[config.mk]
export PLATFORM = sky130hd
export DESIGN_NAME = spi_master_arbiter
export DESIGN_NICKNAME = d
export VERILOG_FILES = /design/src/rtl/spi_arb_pkg.sv /design/src/rtl/spi_rr_picker.sv /design/src/rtl/spi_master_arbiter.sv
export SDC_FILE = /design/constraint.sdc
export NUM_CORES = 1
export LEC_CHECK = 0
export CORE_UTILIZATION = 35
export CTS_CLUSTER_DIAMETER = 60
export DETAILED_ROUTE_END_ITERATION = 6
export HOLD_SLACK_MARGIN = 0.02
export PLACE_DENSITY = 0.73
export REMOVE_ABC_BUFFERS = 1
export SKIP_LAST_GASP = 1
export SLEW_MARGIN = 20
export SYNTH_ARGS = -nofsm -noshare
export SYNTH_HDL_FRONTEND = slang
export SYNTH_HIERARCHICAL = 1
export SYNTH_SLANG_ARGS = --single-unit
[constraint.sdc]
create_clock -name clock -period 2.7 [get_ports clock]
set_input_delay 0.54 -clock clock [delete_from_list [all_inputs] [get_ports clock]]
set_output_delay 0.54 -clock clock [all_outputs]
set_load 0.01 [all_outputs]
[src/rtl/spi_arb_pkg.sv]
// Shared types and helpers for the SPI master arbiter: state encoding,
// start timeout and the round-robin search used by the picker.
package spi_arb_pkg;

  typedef enum logic [3:0] {
    ARB_IDLE  = 4'b0001,
    ARB_START = 4'b0010,
    ARB_BUSY  = 4'b0100,
    ARB_DONE  = 4'b1000
  } arb_state_e;

  localparam int START_TIMEOUT = 15;
  localparam int MAX_REQ       = 8;

  // Searches last+1, last+2, ... modulo n; the nearest set request wins.
  // Iterating from the far end lets the nearest candidate overwrite the rest.
  function automatic logic rr_next(
    input  int                 last,
    input  logic [MAX_REQ-1:0] req_vec,
    input  int                 n,
    output int                 idx
  );
    logic found;
    int   cand;
    found = 1'b0;
    idx   = 0;
    for (int k = MAX_REQ; k >= 1; k--) begin
      cand = (last + k) % n;
      if ((k <= n) && (((req_vec >> cand) & MAX_REQ'(1)) != '0)) begin
        found = 1'b1;
        idx   = cand;
      end
    end
    return found;
  endfunction

endpackage

[src/rtl/spi_rr_picker.sv]
// Combinational round-robin picker: given the request vector and the last
// winner, returns the next winner index and whether any request is pending.
module spi_rr_picker
  import spi_arb_pkg::*;
#(
  parameter int NUM_REQ = 4,
  parameter int IDX_W   = 2
) (
  input  logic [NUM_REQ-1:0] req,
  input  logic [IDX_W-1:0]   last_winner,
  output logic [IDX_W-1:0]   winner_idx,
  output logic               winner_valid
);

  logic [MAX_REQ-1:0] req_ext;
  logic               pick_valid;
  int                 pick_idx;

  genvar gi;
  generate
    for (gi = 0; gi < MAX_REQ; gi++) begin : g_ext
      if (gi < NUM_REQ) begin : g_in
        assign req_ext[gi] = req[gi];
      end else begin : g_pad
        assign req_ext[gi] = 1'b0;
      end
    end
  endgenerate

  always_comb begin
    pick_idx     = 0;
    pick_valid   = rr_next(int'(last_winner), req_ext, NUM_REQ, pick_idx);
    winner_valid = pick_valid && (pick_idx < NUM_REQ);
    winner_idx   = IDX_W'(pick_idx);
  end

endmodule

[src/rtl/spi_master_arbiter.sv]
// Round-robin sharing of one SPI master between NUM_REQ requesters: latches
// the winner's word, strobes start, steers ss_n and returns a done pulse.
module spi_master_arbiter
  import spi_arb_pkg::*;
#(
  parameter int NUM_REQ = 4,
  parameter int DATA_W  = 16,
  parameter int IDX_W   = 2
) (
  input  logic                      clock,
  input  logic                      reset,
  input  logic [NUM_REQ-1:0]        req,
  input  logic [NUM_REQ*DATA_W-1:0] req_data,
  output logic [NUM_REQ-1:0]        grant,
  output logic [NUM_REQ-1:0]        done_out,
  output logic                      m_start,
  output logic [DATA_W-1:0]         m_data,
  input  logic                      m_idle,
  input  logic                      m_ss_n,
  output logic [NUM_REQ-1:0]        ss_n_out,
  output logic                      busy,
  output logic [IDX_W-1:0]          owner_idx
);

  localparam logic [IDX_W-1:0] LAST_INIT = IDX_W'(NUM_REQ - 1);

  arb_state_e         state_reg, state_next;
  logic [3:0]         start_cnt_reg, start_cnt_next;
  logic [IDX_W-1:0]   last_winner_reg, last_winner_next;
  logic [IDX_W-1:0]   owner_idx_reg, owner_idx_next;
  logic [NUM_REQ-1:0] grant_reg, grant_next;
  logic [NUM_REQ-1:0] done_reg, done_next;
  logic [NUM_REQ-1:0] ss_n_reg, ss_n_next;
  logic [DATA_W-1:0]  m_data_reg, m_data_next;
  logic               m_start_reg, m_start_next;
  logic               err_reg, err_next;
  logic               start_timeout;
  logic               in_transfer_next;
  logic [IDX_W-1:0]   win_idx;
  logic               win_valid;
  logic [DATA_W-1:0]  req_word [NUM_REQ];

  spi_rr_picker #(
    .NUM_REQ (NUM_REQ),
    .IDX_W   (IDX_W)
  ) u_picker (
    .req          (req),
    .last_winner  (last_winner_reg),
    .winner_idx   (win_idx),
    .winner_valid (win_valid)
  );

  // Only the owner's select line follows the master; everyone else stays high.
  genvar gi;
  generate
    for (gi = 0; gi < NUM_REQ; gi++) begin : g_lane
      assign req_word[gi]  = req_data[gi*DATA_W +: DATA_W];
      assign ss_n_next[gi] = (in_transfer_next && grant_next[gi]) ? m_ss_n : 1'b1;
    end
  endgenerate

  always_ff @(posedge clock) begin
    if (reset) begin
      state_reg <= ARB_IDLE;
    end else begin
      state_reg <= state_next;
    end
  end

  always_comb begin
    state_next    = state_reg;
    start_timeout = 1'b0;
    case (state_reg)
      ARB_IDLE: begin
        if (win_valid && m_idle) state_next = ARB_START;
      end
      ARB_START: begin
        if (!m_idle) begin
          state_next = ARB_BUSY;
        end else if (start_cnt_reg == 4'(START_TIMEOUT)) begin
          state_next    = ARB_DONE;
          start_timeout = 1'b1;
        end
      end
      ARB_BUSY: begin
        if (m_idle) state_next = ARB_DONE;
      end
      ARB_DONE: state_next = ARB_IDLE;
      default:  state_next = ARB_IDLE;
    endcase
  end

  always_comb begin
    grant_next       = grant_reg;
    owner_idx_next   = owner_idx_reg;
    m_data_next      = m_data_reg;
    last_winner_next = last_winner_reg;
    done_next        = '0;
    start_cnt_next   = '0;
    m_start_next     = (state_next == ARB_START);
    err_next         = err_reg | start_timeout;
    in_transfer_next = (state_next == ARB_START) || (state_next == ARB_BUSY);
    if (state_reg == ARB_START) start_cnt_next = start_cnt_reg + 4'd1;
    if ((state_reg == ARB_IDLE) && (state_next == ARB_START)) begin
      grant_next     = NUM_REQ'(1) << win_idx;
      owner_idx_next = win_idx;
      m_data_next    = req_word[win_idx];
    end
    if (state_reg == ARB_DONE) last_winner_next = owner_idx_reg;
    if (state_next == ARB_IDLE) grant_next = '0;
    if (state_next == ARB_DONE) done_next = NUM_REQ'(1) << owner_idx_reg;
  end

  always_ff @(posedge clock) begin
    if (reset) begin
      start_cnt_reg   <= '0;
      last_winner_reg <= LAST_INIT;
      owner_idx_reg   <= '0;
      grant_reg       <= '0;
      done_reg        <= '0;
      ss_n_reg        <= '1;
      m_data_reg      <= '0;
      m_start_reg     <= 1'b0;
      err_reg         <= 1'b0;
    end else begin
      start_cnt_reg   <= start_cnt_next;
      last_winner_reg <= last_winner_next;
      owner_idx_reg   <= owner_idx_next;
      grant_reg       <= grant_next;
      done_reg        <= done_next;
      ss_n_reg        <= ss_n_next;
      m_data_reg      <= m_data_next;
      m_start_reg     <= m_start_next;
      err_reg         <= err_next;
    end
  end

  assign grant     = grant_reg;
  assign done_out  = done_reg;
  assign m_start   = m_start_reg;
  assign m_data    = m_data_reg;
  assign ss_n_out  = ss_n_reg;
  assign busy      = (state_reg != ARB_IDLE);
  assign owner_idx = owner_idx_reg;

endmodule

======== Yosys cells after proc, flatten, opt, wreduce, memory -nomap -nowiden ========
Index checks and enable logic that the tools add are counted.
operators by class
  bitwise gates (word level) .............. 11
  reduce and logical (&&, ||, !) cells .... 18
  multiplexer cells ....................... 18
  shift operators ......................... 6
  eq/ne operators ......................... 10
  order comparisons ....................... 2
  add/subtract/negate cells ............... 5
operator list
  cell                                                                           number
  32-bit 2-to-1 mux                                                              4
  4-bit by 32-bit right shift with 1-bit output                                  4
  16-bit binary-select mux with 2-bit select                                     1
  32-bit by 4-bit less-than comparator with 1-bit output, second input constant  1
  16-bit 2-to-1 mux                                                              2
  4-bit 2-to-1 mux                                                               6
  2-bit OR reduction                                                             10
  4-bit equality test, second input constant                                     3
  4-bit one-hot mux with 3 select lines                                          1
  4-bit by 1-bit equality test with 1-bit output, second input constant          2
  4-bit by 2-bit equality test with 1-bit output, second input constant          2
  4-bit by 3-bit equality test with 1-bit output, second input constant          2
  1-bit by 2-bit << shifter with 4-bit output, first input constant              2
  1-bit logical AND                                                              7
  1-bit NOT                                                                      6
  2-bit by 1-bit adder with 2-bit output, second input constant                  2
  2-bit adder, second input constant                                             2
  4-bit by 1-bit adder with 4-bit output, second input constant                  1
  1-bit bitwise AND, first input constant                                        4
  1-bit 2-to-1 mux                                                               4
  4-bit by 1-bit inequality test with 1-bit output, second input constant        1
  3-bit >= comparator, second input constant                                     1
  2-bit NOT with 3-bit output                                                    1
  1-bit logical OR                                                               1
storage, ports and cells
  flip-flop bits (word level) ............. 41
  input bits .............................. 72
  word-level logic and storage cells ...... 82
  output and inout bits ................... 32

======== Longest topological paths before layout ========
  word-level depth ........................ 20
  gate-level depth with buffers ........... 7
  gate-level depth less buffers ........... 6

======== Cells and area by module ========
The synthesis kept the hierarchy.
by module, submodules not included
  module              area an instance (um^2)  sequential area each (um^2)  instances  cells each
  spi_master_arbiter  1831.8                   820.8                        1          178
  spi_rr_picker       91.3                     0.0                          1          14

======== Worst setup path before layout ========
Ideal clock, no wire load.
  kind .................................... input -> register
  start ................................... input port req[2]
  end ..................................... register m_data_reg[0], in the netlist m_data[0]
  required time ........................... 2568 ps
  library setup time ...................... 132 ps
  buffers on the path ..................... 1
  stages on the path ...................... 7
  setup slack ............................. 622 ps
  arrival ................................. 1946 ps
  cells stage by stage .................... and2b_1 a21oi_2 o221ai_2 buf_2 mux4_2 nand2_1 a21oi_1
on the way
  longest elaborated chain between the ends .. 12
  elaborated cells on any way between the ends .. 23
  those cells by class .................... order compare (1); eq/ne (1); shift (4); mux (13); bitwise (1); reduce/logical (3)
RTL lines
  item                                                    line                       source
  start: declaration                                      spi_master_arbiter.sv:12   input logic [NUM_REQ-1:0] req,
  4-bit by 32-bit right shift with 1-bit output           spi_arb_pkg.sv:29          if ((k <= n) && (((req_vec >> cand) & MAX_REQ'(1)) != '0)) begin
  32-bit 2-to-1 mux (3 in series)                         spi_arb_pkg.sv:29
  32-bit 2-to-1 mux *                                     spi_arb_pkg.sv:29
  via win_idx[0]                                          spi_master_arbiter.sv:39   logic [IDX_W-1:0] win_idx;
  32-bit by 4-bit less-than comparator with 1-bit output  spi_rr_picker.sv:33        winner_valid = pick_valid && (pick_idx < NUM_REQ);
  1-bit logical AND                                       spi_rr_picker.sv:33
  1-bit logical AND                                       spi_master_arbiter.sv:75   if (win_valid && m_idle) state_next = ARB_START;
  4-bit 2-to-1 mux                                        spi_master_arbiter.sv:75
  4-bit one-hot mux with 3 select lines                   spi_master_arbiter.sv:73   case (state_reg)
  4-bit by 2-bit equality test with 1-bit output          spi_master_arbiter.sv:104  if ((state_reg == ARB_IDLE) && (state_next == ARB_START)) begin
  1-bit logical AND                                       spi_master_arbiter.sv:104
  end signal: assignment                                  spi_master_arbiter.sv:132  m_data_reg <= m_data_next;
  end: declaration                                        spi_master_arbiter.sv:34   logic [DATA_W-1:0] m_data_reg, m_data_next;
The timed path passes the listed nets; every way through them passes the cells marked *. The select of a mux whose other input is x is not followed.
A chain may end at the register's enable or synchronous reset.

======== Final worst setup path ========
  start ................................... input port req[3]
  end ..................................... register m_data_reg[9], in the netlist m_data[9]
Same word-level chain as after synthesis.

==> impl_metrics.toml <==
[logic_synthesis]
synth_area_leaders = "dfxtp_1 (43%), mux4_2 (19%), nand2_1 (8.0%), a21oi_1 (5.7%), nand2b_1 (2.0%)"
syn_area_per_cell_um2 = 10.0
synth-warning-count = 6
synth_top_area_cell = "dfxtp_1"
syn-cell-area_mm2 = 0.00192
synth_top_area_share_pct = 42.7
ys_seq_area_share_pct = 42.7
netlist_instances = 192
synth-seq-cells = 41
ys_types = 36

[timing]
drv_slew = 0
rsz0062_at_grt = "no"
setup_violations = 0
maxSlewHeadroom_pct = 71.9
tightest_slew_ns = 0.421
fmax_ghz = 0.447
hold_viol = 0
min_period_ns = 2.24
tns_ns = 0
post-route-period-util_pct = 82.9
fin_worst_skew_ns = 0.0101

[global_route]
grt_max_degree = 23
grt_pass1_wl_mm = 8.36
grt_pass1_vias = 1752
antenna_found_initial = 0
grt-ovfl-total = 0
track_usage_pct = 18.4

[layout]
drive_above_1_share_pct = 11.7
nets = 370
n_antenna_cell = 0
largest_reg_flops = 16
final_common_cell = "clkdlybuf4s50_1"
syn_to_final_growth_pct = 63.4
final_util_pct = 60.4
layout_common_cells = "clkdlybuf4s50_1 (103), nand2_1 (41), dfxtp_1 (41), a21oi_1 (21), mux4_2 (16)"

[pwr]
vdd_ir_drop_max_v = 0.000253
leakagePower_uw = 0.00111
total_power_uw = 1380
power_density_mw_per_mm2 = 439

[setup_path]
critPathKind = "input pin to flip-flop"
slowest_stage = "clkdlybuf4s50_1"
critPathRequiredTime_ns = 2.88
crit_chain = "clkdlybuf4s50_1, and2b_1, a21oi_2, o221ai_4, buf_12, mux4_2, nand2_1, a21oi_1"
cpPeakStageDelay_ns = 0.52
crit_fanout = 13
cp-end-kind = "flip-flop"
startpoint_type = "input pin"
arrival_ns = 2.42

[clock_network]
cts_tree = "yes"
clock_sinks = 41
clk_pin_slew_ns = 0.08
cts_buffers = 5
holdBufCountCts = 0
cts-htree-levels = 2
root_buffer = "clkbuf_8"
post_cts_resized = 0
clk_latency_ns = 0.29
clockBufferDepth = 2
cts_setup_buffers = 0

[placed_design]
gp_congestion = 0.783
place_hpwl_mm = 3.94
port_buffers = 103

[floorplan]
dieArea_mm2 = 0.00580
start_util_pct = 36.9
core_region_area_mm2 = 0.00520
rows = 26
io_pins = 104
die_h_um = 76.1
dieWidth_um = 76.1

[drt]
drtAntennaViolNets = 0
via_per_inst = 4.86
wire_per_inst_um = 13.8
drt_iter0_drc = 72
drt_first_pass_iters = 4
post-route-drc-count = 0
dr_total_vias = 1790
routed_wl_mm = 5.08

[status]
outcome = "finished, final reports clean"

[job]
drv_cap = 0

[min_path]
hold_path_class = "flip-flop to flip-flop"
==> worst paths after layout <==
path	startpoint	end	slack (ns)	cells after the start
max	req[3]	m_data[9]	0.46	8
min	m_data[1]	m_data[1]	0.46	2
max reg2reg	last_winner_reg[1]	m_data[9]	0.81	7
min reg2reg	m_data[1]	m_data[1]	0.46	2
==> report_power, final <==
part | switching (uW) | leakage [uW] | total [uW] | internal [uW]
clock | 214 | 0.0000374 | 396 | 182
sequential | 18.1 | 0.000334 | 650 | 632
combinational | 122 | 0.000741 | 332 | 211
total | 354 | 0.00111 | 1380 | 1020
==> critical path: cells and delay by family <==
family | cells | cell delay (ns)
buffers and inverters | 2 | 0.73
multiplexers | 1 | 0.51
AND/OR/NAND/NOR | 2 | 0.26
AO/OA/AOI/OAI | 3 | 0.37
==> cell families after synthesis <==
logic type                 count (synthesis)  share of synthesized area [%]
DFF                                       41                           42.7
buffers and inverters                     16                           4.03
and+or+nand+nor                           80                           20.6
muxes                                     17                           19.3
AOI/OAI and AO/OA                         34                           11.4
xor gates and xnor gates                   3                           1.37
adders and majority gates                  1                          0.651
==> per-layer routing <==
layer | share of wire [%] | track usage (%) | wire length, um
met3 | 9.1 | 6.47 | 463
met4 | 0.94 | 5.19 | 48
met2 | 49 | 31.4 | 2490
met1 | 41 | 21.8 | 2080
met5 | 0 | 0 | 0
==> cell usage after synthesis, drive strengths merged <==
cell / instances
inv: 5
o21ai: 1
nand4b: 1
nand3b: 1
nor3b: 3
and3: 1
xnor2: 1
o21bai: 1
a32o: 1
o31ai: 2
or2b: 1
a21oi: 23
mux2i: 1
nor4b: 3
nor2: 9
a32oi: 1
dfxtp: 41
nand3: 6
nor3: 1
and2: 1
o221ai: 1
ha: 1
a31oi: 1
nand2: 41
buf: 4
xor2: 2
mux4: 16
and2b: 1
a211o: 2
nand2b: 6
nor2b: 5
a311oi: 1
clkbuf: 7
==> area by class of cell <==
| type | count | area (um^2) |
|---|---|---|
| Clock buffer | 6 | 72.6 |
| Clock inverter | 2 | 15.0 |
| Tap cell | 70 | 87.6 |
| Sequential cell | 41 | 821 |
| Multi-Input combinational cell | 135 | 1040 |
| Timing Repair Buffer | 109 | 1090 |
| Inverter | 5 | 18.8 |
| Fill cell | 485 | 2060 |
==> per-stage QoR <==
step | setup slack (ns) | area, um^2 | std cells | hold WS, ns
after CTS | 0.460 | 3140 | 368 | 0.459
after floorplan | 0.157 | 1860 | 181 | 0.418
final | 0.462 | 3140 | 368 | 0.459
after global placement | 0.176 | 3060 | 360 | 0.430
after global routing | 0.331 | 3140 | 368 | 0.472
after detailed placement | 0.147 | 3060 | 360 | 0.448
Note: power is estimated with default switching activity, not from simulation.
